[config.mk]
export PLATFORM = sky130hd
export DESIGN_NAME = serial_word_receiver
export DESIGN_NICKNAME = d
export VERILOG_FILES = /design/src/rtl/serial_pkg.sv /design/src/rtl/sipo_register.sv /design/src/rtl/serial_word_receiver.sv
export SDC_FILE = /design/constraint.sdc
export NUM_CORES = 1
export LEC_CHECK = 0
export CORE_ASPECT_RATIO = 1.4
export CORE_MARGIN = 10
export CORE_UTILIZATION = 25
export CTS_BUF_LIST = sky130_fd_sc_hd__clkbuf_16
export DETAILED_ROUTE_END_ITERATION = 8
export SKIP_CTS_REPAIR_TIMING = 1
export SYNTH_ARGS = -nofsm -noshare
export SYNTH_HDL_FRONTEND = slang
export SYNTH_SLANG_ARGS = --single-unit
[constraint.sdc]
create_clock -name clk -period 2.2 [get_ports clk]
set_input_delay 0.22 -clock clk [delete_from_list [all_inputs] [get_ports clk]]
set_output_delay 0.22 -clock clk [all_outputs]
set_load 0.05 [all_outputs]
[src/rtl/serial_pkg.sv]
// -----------------------------------------------------------------------------
// serial_pkg
// Shared definitions for the serial link blocks: receiver FSM states, default
// word width, line-level framing constants and the total frame length.
// -----------------------------------------------------------------------------
package serial_pkg;

  // Receiver frame-tracking states.
  typedef enum logic [1:0] {
    IDLE = 2'd0,
    DATA = 2'd1,
    STOP = 2'd2
  } rx_state_t;

  // Default data bits per frame.
  localparam int SER_WIDTH = 16;

  // Line levels of the framing bits. The line idles at STOP_BIT level.
  localparam logic START_BIT = 1'b0;
  localparam logic STOP_BIT  = 1'b1;

  // Strobes per frame: start bit + data bits + stop bit.
  localparam int FRAME_LEN = SER_WIDTH + 2;

endpackage : serial_pkg

[src/rtl/sipo_register.sv]
// -----------------------------------------------------------------------------
// sipo_register
// WIDTH-bit serial-in / parallel-out register shifting towards the MSB, so a
// stream sent MSB first ends up in natural bit order. Receive-side counterpart
// of the left-shifting transmit register.
//
// Ports:
//   clk   in            rising-edge clock
//   rst   in            asynchronous active-high reset (q <= 0)
//   clr   in            synchronous clear (q <= 0), has priority over sh_en
//   sh_en in            shift enable: q <= {q[WIDTH-2:0], s_in}
//   s_in  in            serial input bit
//   q     out [WIDTH]   parallel contents
// -----------------------------------------------------------------------------
module sipo_register #(
  parameter int WIDTH = 16
) (
  input  logic             clk,
  input  logic             rst,
  input  logic             clr,
  input  logic             sh_en,
  input  logic             s_in,
  output logic [WIDTH-1:0] q
);

  // NOTE: sequential state is assigned with non-blocking (<=) so every register
  // samples pre-edge values; blocking here would create order-dependent races.
  always_ff @(posedge clk or posedge rst) begin
    if (rst) begin
      q <= '0;
    end else if (clr) begin
      q <= '0;
    end else if (sh_en) begin
      q <= {q[WIDTH-2:0], s_in};
    end
  end

endmodule : sipo_register

[src/rtl/serial_word_receiver.sv]
// -----------------------------------------------------------------------------
// serial_word_receiver
// Receives framed serial words (start 0, WIDTH data bits MSB first, stop 1),
// one bit per ser_en strobe, and presents each good word on a held parallel
// output with a valid/ack handshake. Bad stop bits raise a one-cycle frm_err;
// a good word arriving while the previous one is unacknowledged is dropped
// and flagged on the sticky ovr.
//
// Ports:
//   clk      in            rising-edge clock
//   rst      in            asynchronous active-high reset
//   clr      in            synchronous clear, same effect as rst
//   ser_en   in            bit strobe; ser_in sampled only when high
//   ser_in   in            serial line, idles high
//   ack      in            consumer has taken data_out
//   data_out out [WIDTH]   last good word, held until replaced
//   data_vld out           data_out holds an unacknowledged word
//   frm_err  out           one-cycle pulse: stop bit was 0
//   ovr      out           sticky: good word dropped while data_vld was set
//   busy     out           frame in progress
// -----------------------------------------------------------------------------
module serial_word_receiver
  import serial_pkg::*;
#(
  parameter int WIDTH = SER_WIDTH
) (
  input  logic             clk,
  input  logic             rst,
  input  logic             clr,
  input  logic             ser_en,
  input  logic             ser_in,
  input  logic             ack,
  output logic [WIDTH-1:0] data_out,
  output logic             data_vld,
  output logic             frm_err,
  output logic             ovr,
  output logic             busy
);

  localparam int CNT_W = (WIDTH > 1) ? $clog2(WIDTH) : 1;
  localparam logic [CNT_W-1:0] LAST_BIT = CNT_W'(WIDTH - 1);

  rx_state_t        state;
  logic [CNT_W-1:0] bit_cnt;
  logic [WIDTH-1:0] shift_q;

  logic start_det;
  logic shift_en;

  // A start bit seen in IDLE also zeroes the shift register so no bits of an
  // aborted frame can leak into the next word.
  assign start_det = (state == IDLE) && ser_en && (ser_in == START_BIT);
  assign shift_en  = (state == DATA) && ser_en;

  sipo_register #(
    .WIDTH (WIDTH)
  ) u_sipo (
    .clk   (clk),
    .rst   (rst),
    .clr   (clr | start_det),
    .sh_en (shift_en),
    .s_in  (ser_in),
    .q     (shift_q)
  );

  // NOTE: data_out is a plain register, not a memory, so it gets a reset value;
  // the consumer may look at it before the first word and must see zero.
  always_ff @(posedge clk or posedge rst) begin
    if (rst) begin
      state    <= IDLE;
      bit_cnt  <= '0;
      data_out <= '0;
      data_vld <= 1'b0;
      frm_err  <= 1'b0;
      ovr      <= 1'b0;
      busy     <= 1'b0;
    end else if (clr) begin
      state    <= IDLE;
      bit_cnt  <= '0;
      data_out <= '0;
      data_vld <= 1'b0;
      frm_err  <= 1'b0;
      ovr      <= 1'b0;
      busy     <= 1'b0;
    end else begin
      frm_err <= 1'b0;

      // Acknowledge; a word loaded later in this block on the same edge
      // overrides the data_vld clear.
      if (ack && data_vld) begin
        data_vld <= 1'b0;
        ovr      <= 1'b0;
      end

      unique case (state)
        IDLE: begin
          if (start_det) begin
            state   <= DATA;
            bit_cnt <= '0;
            busy    <= 1'b1;
          end
        end

        DATA: begin
          if (ser_en) begin
            // Hold the counter on the last bit so it never wraps mid-frame.
            if (bit_cnt == LAST_BIT) begin
              state <= STOP;
            end else begin
              bit_cnt <= bit_cnt + 1'b1;
            end
          end
        end

        STOP: begin
          if (ser_en) begin
            state <= IDLE;
            busy  <= 1'b0;
            if (ser_in == STOP_BIT) begin
              if (!data_vld || ack) begin
                data_out <= shift_q;
                data_vld <= 1'b1;
              end else begin
                ovr <= 1'b1;
              end
            end else begin
              frm_err <= 1'b1;
            end
          end
        end

        default: begin
          state <= IDLE;
          busy  <= 1'b0;
        end
      endcase
    end
  end

endmodule : serial_word_receiver

==> impl_metrics.tcl, run 1 <==
set metrics [dict create \
    status "complete, no violations" \
    mostFrequentLayoutCells "dfrtp_1 (42), a21oi_1 (38), nand2_1 (32)" \
    drt_iter0_drc 136 \
    timing.max_slew.rel_slack_pct 36.7 \
    crit_fanout 5 \
    avgSynthCellArea_um2 9.37 \
    grt_max_degree 43 \
    powerDensity_nw_per_um2 696 \
    drc 0 \
    clkLatencyLatePin_ns 0.28 \
    clock_sinks 42 \
    endpoint_kind "output port" \
    yosysSeqAreaShare_pct 54.7 \
    worst_pin_slew_ns 0.948 \
    ys_ff_latch 42 \
    vias 1594 \
    crit_type "reg2out" \
    utilization_pct 33.4 \
    cap_violations 0 \
    dpl-instance-area_um2 2310 \
    p_leak_nw 0.978 \
    crit_arrival_ns 1.52 \
    syn_to_final_growth_pct 28.9 \
    critPathBufInv 1 \
    slew_violations 0 \
    wl_met2_um 2270 \
    grt_pass1_vias 1576 \
    hold_viol 0 \
    rsz0062_at_grt "false" \
    startpoint_type "flop" \
    clk_path_buf_depth 2 \
    cts_tree "yes" \
    fillers 782 \
    syn-cell-area_um2 1920 \
    track_usage_pct 8.17 \
    n_antenna_cell 0 \
    finalSetupViolations 0 \
    mostFrequentLayoutCell "dfrtp_1" \
    grt_first_pass_wirelength_um 7730 \
    grt_antenna_before_repair 0 \
    ys_types 31 \
    layout_setup_ws_ns 0.458 \
    via_per_inst 4.84 \
    routed_wl_um 4630 \
    period_share_pct 79.2 \
    fin_nets 238 \
    max_stage_delay_ns 0.83 \
    peakVddDrop_mv 0.316 \
    fin_setup_tns_ns 0 \
    syn-num-nets 212 \
    root_buffer "clkbuf_16" \
    path_cells "clkdlybuf4s50_1" \
    cp_top_family "buffers and inverters" \
    dp_hpwl_um 3260 \
    critical_path_required_ns 1.98 \
    totalPowerFinal_w 0.00172 \
    fin_skew_ns 0.00581 \
    die_w_um 94.1 \
    drive_gt1_share_pct 8.62 \
    die_h_um 124 \
    slowest_stage "clkdlybuf4s50_1" \
    cts_buffers 5 \
    io_pins 26 \
    die_area_um2 11600 \
    h-tree-depth 2 \
    clk_pin_slew_ns 0.06 \
    ant_nets 0 \
    drt-pass1-iter-count 4 \
    start_util_pct 25.9 \
    period_needed_ns 1.74 \
    wl_per_cell_um 14.1 \
    overflow 0 \
    gp_congestion 0.749 \
    synthCells 205 \
    place_ws_ns 0.209 \
    drt-met1-wl_um 2030 \
    top_layer "met4" \
    wl_met3_um 285 \
    fp-row-count 37 \
    io_buffers 25 \
    hold_class "in2async" \
    core_area_um2 7410 \
    yosys_warnings 0 \
    design_area_um2 2480 \
    fmax_mhz 574 \
]
## cell type report
class | instances | area (um^2) | area share, %
clock buffers | 5 | 125 | 5.05
clock inverters | 3 | 45.0 | 1.82
inverters | 1 | 3.75 | 0.152
multi-input cells | 146 | 792 | 32.0
flip-flops and latches | 42 | 1050 | 42.4
well taps | 97 | 121 | 4.90
repair buffers | 35 | 338 | 13.6
## cell families after synthesis
kind of cell	Yosys count	synth area share [%]
simple gates	80	21.9
compound gates	65	18.7
flops	42	54.7
buf+inv	17	4.04
fa+ha+maj	1	0.651
## worst register-to-register path: cells and delay by family, from the launching register on
| kind | cells | cell delay [ns] |
|---|---|---|
| and+or+nand+nor | 1 | 0.78 |
| DFF | 1 | 0.40 |
| AOI/OAI and AO/OA | 2 | 0.39 |
## through the flow
step	instances	hold slack [ns]
final	329	0.366
after global routing	329	0.443
after CTS	329	0.394
after detailed placement	321	0.518
after global placement	321	0.503
after floorplan	205	0.317
## where the power goes
group | switching [W] | leakage (nW) | internal (W)
sequential | 0.00000670 | 0.585 | 0.000776
combinational | 0.0000605 | 0.317 | 0.0000344
clock | 0.000310 | 0.0760 | 0.000535
## Yosys cell counts (all sizes together)
cell | count | area share (%)
nand2b | 3 | 0.98
nand4b | 1 | 0.46
a211oi | 1 | 0.39
nor3 | 1 | 0.26
nor3b | 3 | 1.2
dfrtp | 42 | 55
nor2b | 5 | 1.6
nand2 | 32 | 6.3
a21oi | 38 | 9.9
buf | 7 | 2.1
and4b | 1 | 0.52
o31ai | 4 | 1.6
nor2 | 2 | 0.39
o21bai | 2 | 1.4
or4 | 1 | 0.39
nand4 | 4 | 1.3
nand3b | 2 | 0.78
and4 | 1 | 0.46
a31oi | 1 | 0.33
and3b | 3 | 1.4
o21ai | 18 | 4.7
inv | 1 | 0.20
clkbuf | 9 | 1.8
and3 | 1 | 0.33
a32oi | 1 | 0.46
ha | 1 | 0.65
or3b | 2 | 0.91
nand3 | 18 | 4.7
## metal layers
| layer | up-vias | track usage (%) |
|---|---|---|
| met5 | - | 0 |
| met1 | 770 | 9.41 |
| met2 | 37 | 13.7 |
| met4 | 0 | 2.86 |
| met3 | 4 | 2.83 |
| li1 | 783 | - |
## worst paths after layout
check / end / slack (ns) / startpoint / cells past startpoint
setup / recovery: data_vld / 0.46 / data_vld / 1
setup reg to reg: data_out[4] / 0.55 / data_vld / 3
hold reg to reg: ovr / 0.53 / data_vld / 1
hold / removal: state[1] / 0.37 / rst / 3
min in group clk: ovr / 0.53 / data_vld / 1
max in group asynchronous: u_sipo.q[10] / 1.47 / rst / 3
## flip-flops by register name (all words and copies together) (netlist names)
signal    cells
u_sipo.q     16
state         2
ovr           1
busy          1
data_vld      1
data_out     16
frm_err       1
bit_cnt       4
No activity file was read; power rests on OpenSTA's default activity.
==> inputs of run 2 (changes only) <==
==> constraint.sdc (replaced) <==
create_clock -name clk -period 1.5 [get_ports clk]
set_input_delay 0.15 -clock clk [delete_from_list [all_inputs] [get_ports clk]]
set_output_delay 0.15 -clock clk [all_outputs]
set_load 0.05 [all_outputs]
==> run 2 against run 1 <==
Via count increased by 2.1%. Hold slack got worse by 0.15 ns. Clock skew fell by 0.0011 ns. Final cell count is 4.9% higher. Total power is 49% higher. First-iteration DRC count down 43%. Cell area is 4.9% higher. Die area unchanged. Combinational power grew 92%. Largest power group unchanged.
==> impl_metrics.tcl, run 2 (same netlist as run 1, synthesis figures left out) <==
set metrics [dict create \
    overflow 0 \
    drive_gt1_share_pct 24.2 \
    period_share_pct 93.7 \
    start_util_pct 25.9 \
    io_pins 26 \
    slowest_stage "dfrtp_2" \
    crit_type "reg2reg" \
    met3_usage_pct 3.25 \
    h-tree-depth 2 \
    grt_max_degree 43 \
    dp_hpwl_um 3410 \
    die_h_um 124 \
    core_area_um2 7410 \
    timing.critical_path.mode_cell "buf_4" \
    die_area_um2 11600 \
    grt_antenna_before_repair 0 \
    wl_per_cell_um 14.2 \
    drc 0 \
    rr_worst_depth 5 \
    worstReg2RegStart "state[0]" \
    rsz0062_at_grt "false" \
    vias 1628 \
    reg_top3 "data_out (16), u_sipo.q (16), bit_cnt (4)" \
    finalSetupViolations 0 \
    powerDensity_nw_per_um2 990 \
    worst_pin_slew_ns 0.574 \
    clk_pin_slew_ns 0.06 \
    use_met2_pct 14.0 \
    clkLatencyLatePin_ns 0.28 \
    root_buffer "clkbuf_16" \
    fin_skew_ns 0.00474 \
    p_leak_nw 1.11 \
    max_stage_delay_ns 0.44 \
    fp-row-count 37 \
    fin_nets 254 \
    die_w_um 94.1 \
    period_needed_ns 1.41 \
    dpl-instance-area_um2 2410 \
    status "complete, no violations" \
    worstReg2RegEnd "data_out[1]" \
    fmax_mhz 712 \
    grt_use_met1_pct 10.9 \
    seq_area_um2 1050 \
    grt_pass1_vias 1683 \
    utilization_pct 35.1 \
    mostFrequentLayoutCells "buf_4 (42), dfrtp_1 (40), a21oi_1 (38)" \
    crit_arrival_ns 1.57 \
    clk_path_buf_depth 2 \
    crit_fanout 9 \
    via_per_inst 4.72 \
    startpoint_type "flop" \
    track_usage_pct 8.90 \
    endpoint_kind "flop" \
    io_buffers 25 \
    busiest_layer "met2" \
    r2r_setup_slack_ns 0.09 \
    hold_class "in2async" \
    cap_violations 0 \
    grt_first_pass_wirelength_um 8310 \
    totalPowerFinal_w 0.00257 \
    multi_input_area_um2 802 \
    drt_iter0_drc 77 \
    cts_tree "yes" \
    design_area_um2 2600 \
    timing.max_slew.rel_slack_pct 61.5 \
    gp_congestion 0.751 \
    fillers 773 \
    n_antenna_cell 0 \
    ant_nets 0 \
    clock_sinks 42 \
    peakVddDrop_mv 0.549 \
    mostFrequentLayoutCell "buf_4" \
    routed_wl_um 4910 \
    holdWs_ns 0.217 \
    cts_buffers 5 \
    drt-pass1-iter-count 4 \
    slew_violations 0 \
    path_cells "buf_4 > nand4b_1 > buf_4 > o21ai_0 > a21oi_1" \
    syn_to_final_growth_pct 35.2 \
    hold_viol 0 \
    critical_path_required_ns 1.66 \
    fin_setup_tns_ns 0 \
]
## run 2: worst max path at each step
stage                         from  cells past startpoint  slack, ns          end
after global routing      state[0]                      5       0.01  data_out[6]
after CTS                 data_vld                      3      -0.12  data_out[1]
after detailed placement       ack                      4      -0.35  data_out[1]
final                     state[0]                      5       0.09  data_out[1]
after global placement         ack                      4      -0.27  data_out[6]
after floorplan           data_vld                      5       0.08  data_out[0]
## run 2: report_power, final
part           total, W  internal, W  switching (W)
Sequential      0.00115      0.00114     0.00000630
Combinational  0.000182    0.0000786       0.000104
Clock           0.00124     0.000785       0.000458
Total           0.00257      0.00200       0.000568
## run 2: stage by stage
stage / setup WS, ns / cells
5_1_grt: 0.00971 / 345
3_5_place_dp: -0.347 / 337
2_1_floorplan: 0.0799 / 205
4_1_cts: -0.115 / 345
6_report: 0.0946 / 345
3_3_place_gp: -0.274 / 337
## run 2: layout make-up
type / count / area share (%)
clock buffers: 5 / 4.82
clock inverters: 3 / 1.73
inverters: 1 / 0.145
multi-input cells: 146 / 30.9
flip-flops and latches: 42 / 40.6
well taps: 97 / 4.67
repair buffers: 51 / 17.2
## run 2: layer usage
layer,part of all wire (%),up-vias
met5,0,-
met2,47,35
met4,1.4,0
met1,46,776
met3,5.9,6
li1,-,811
## run 2: worst max-delay path: cells and delay by family (launching register included)
family / cells / cell delay (ns)
DFF: 1 / 0.44
buffers and inverters: 2 / 0.35
AOI/OAI and AO/OA: 2 / 0.30
and+or+nand+nor: 1 / 0.20
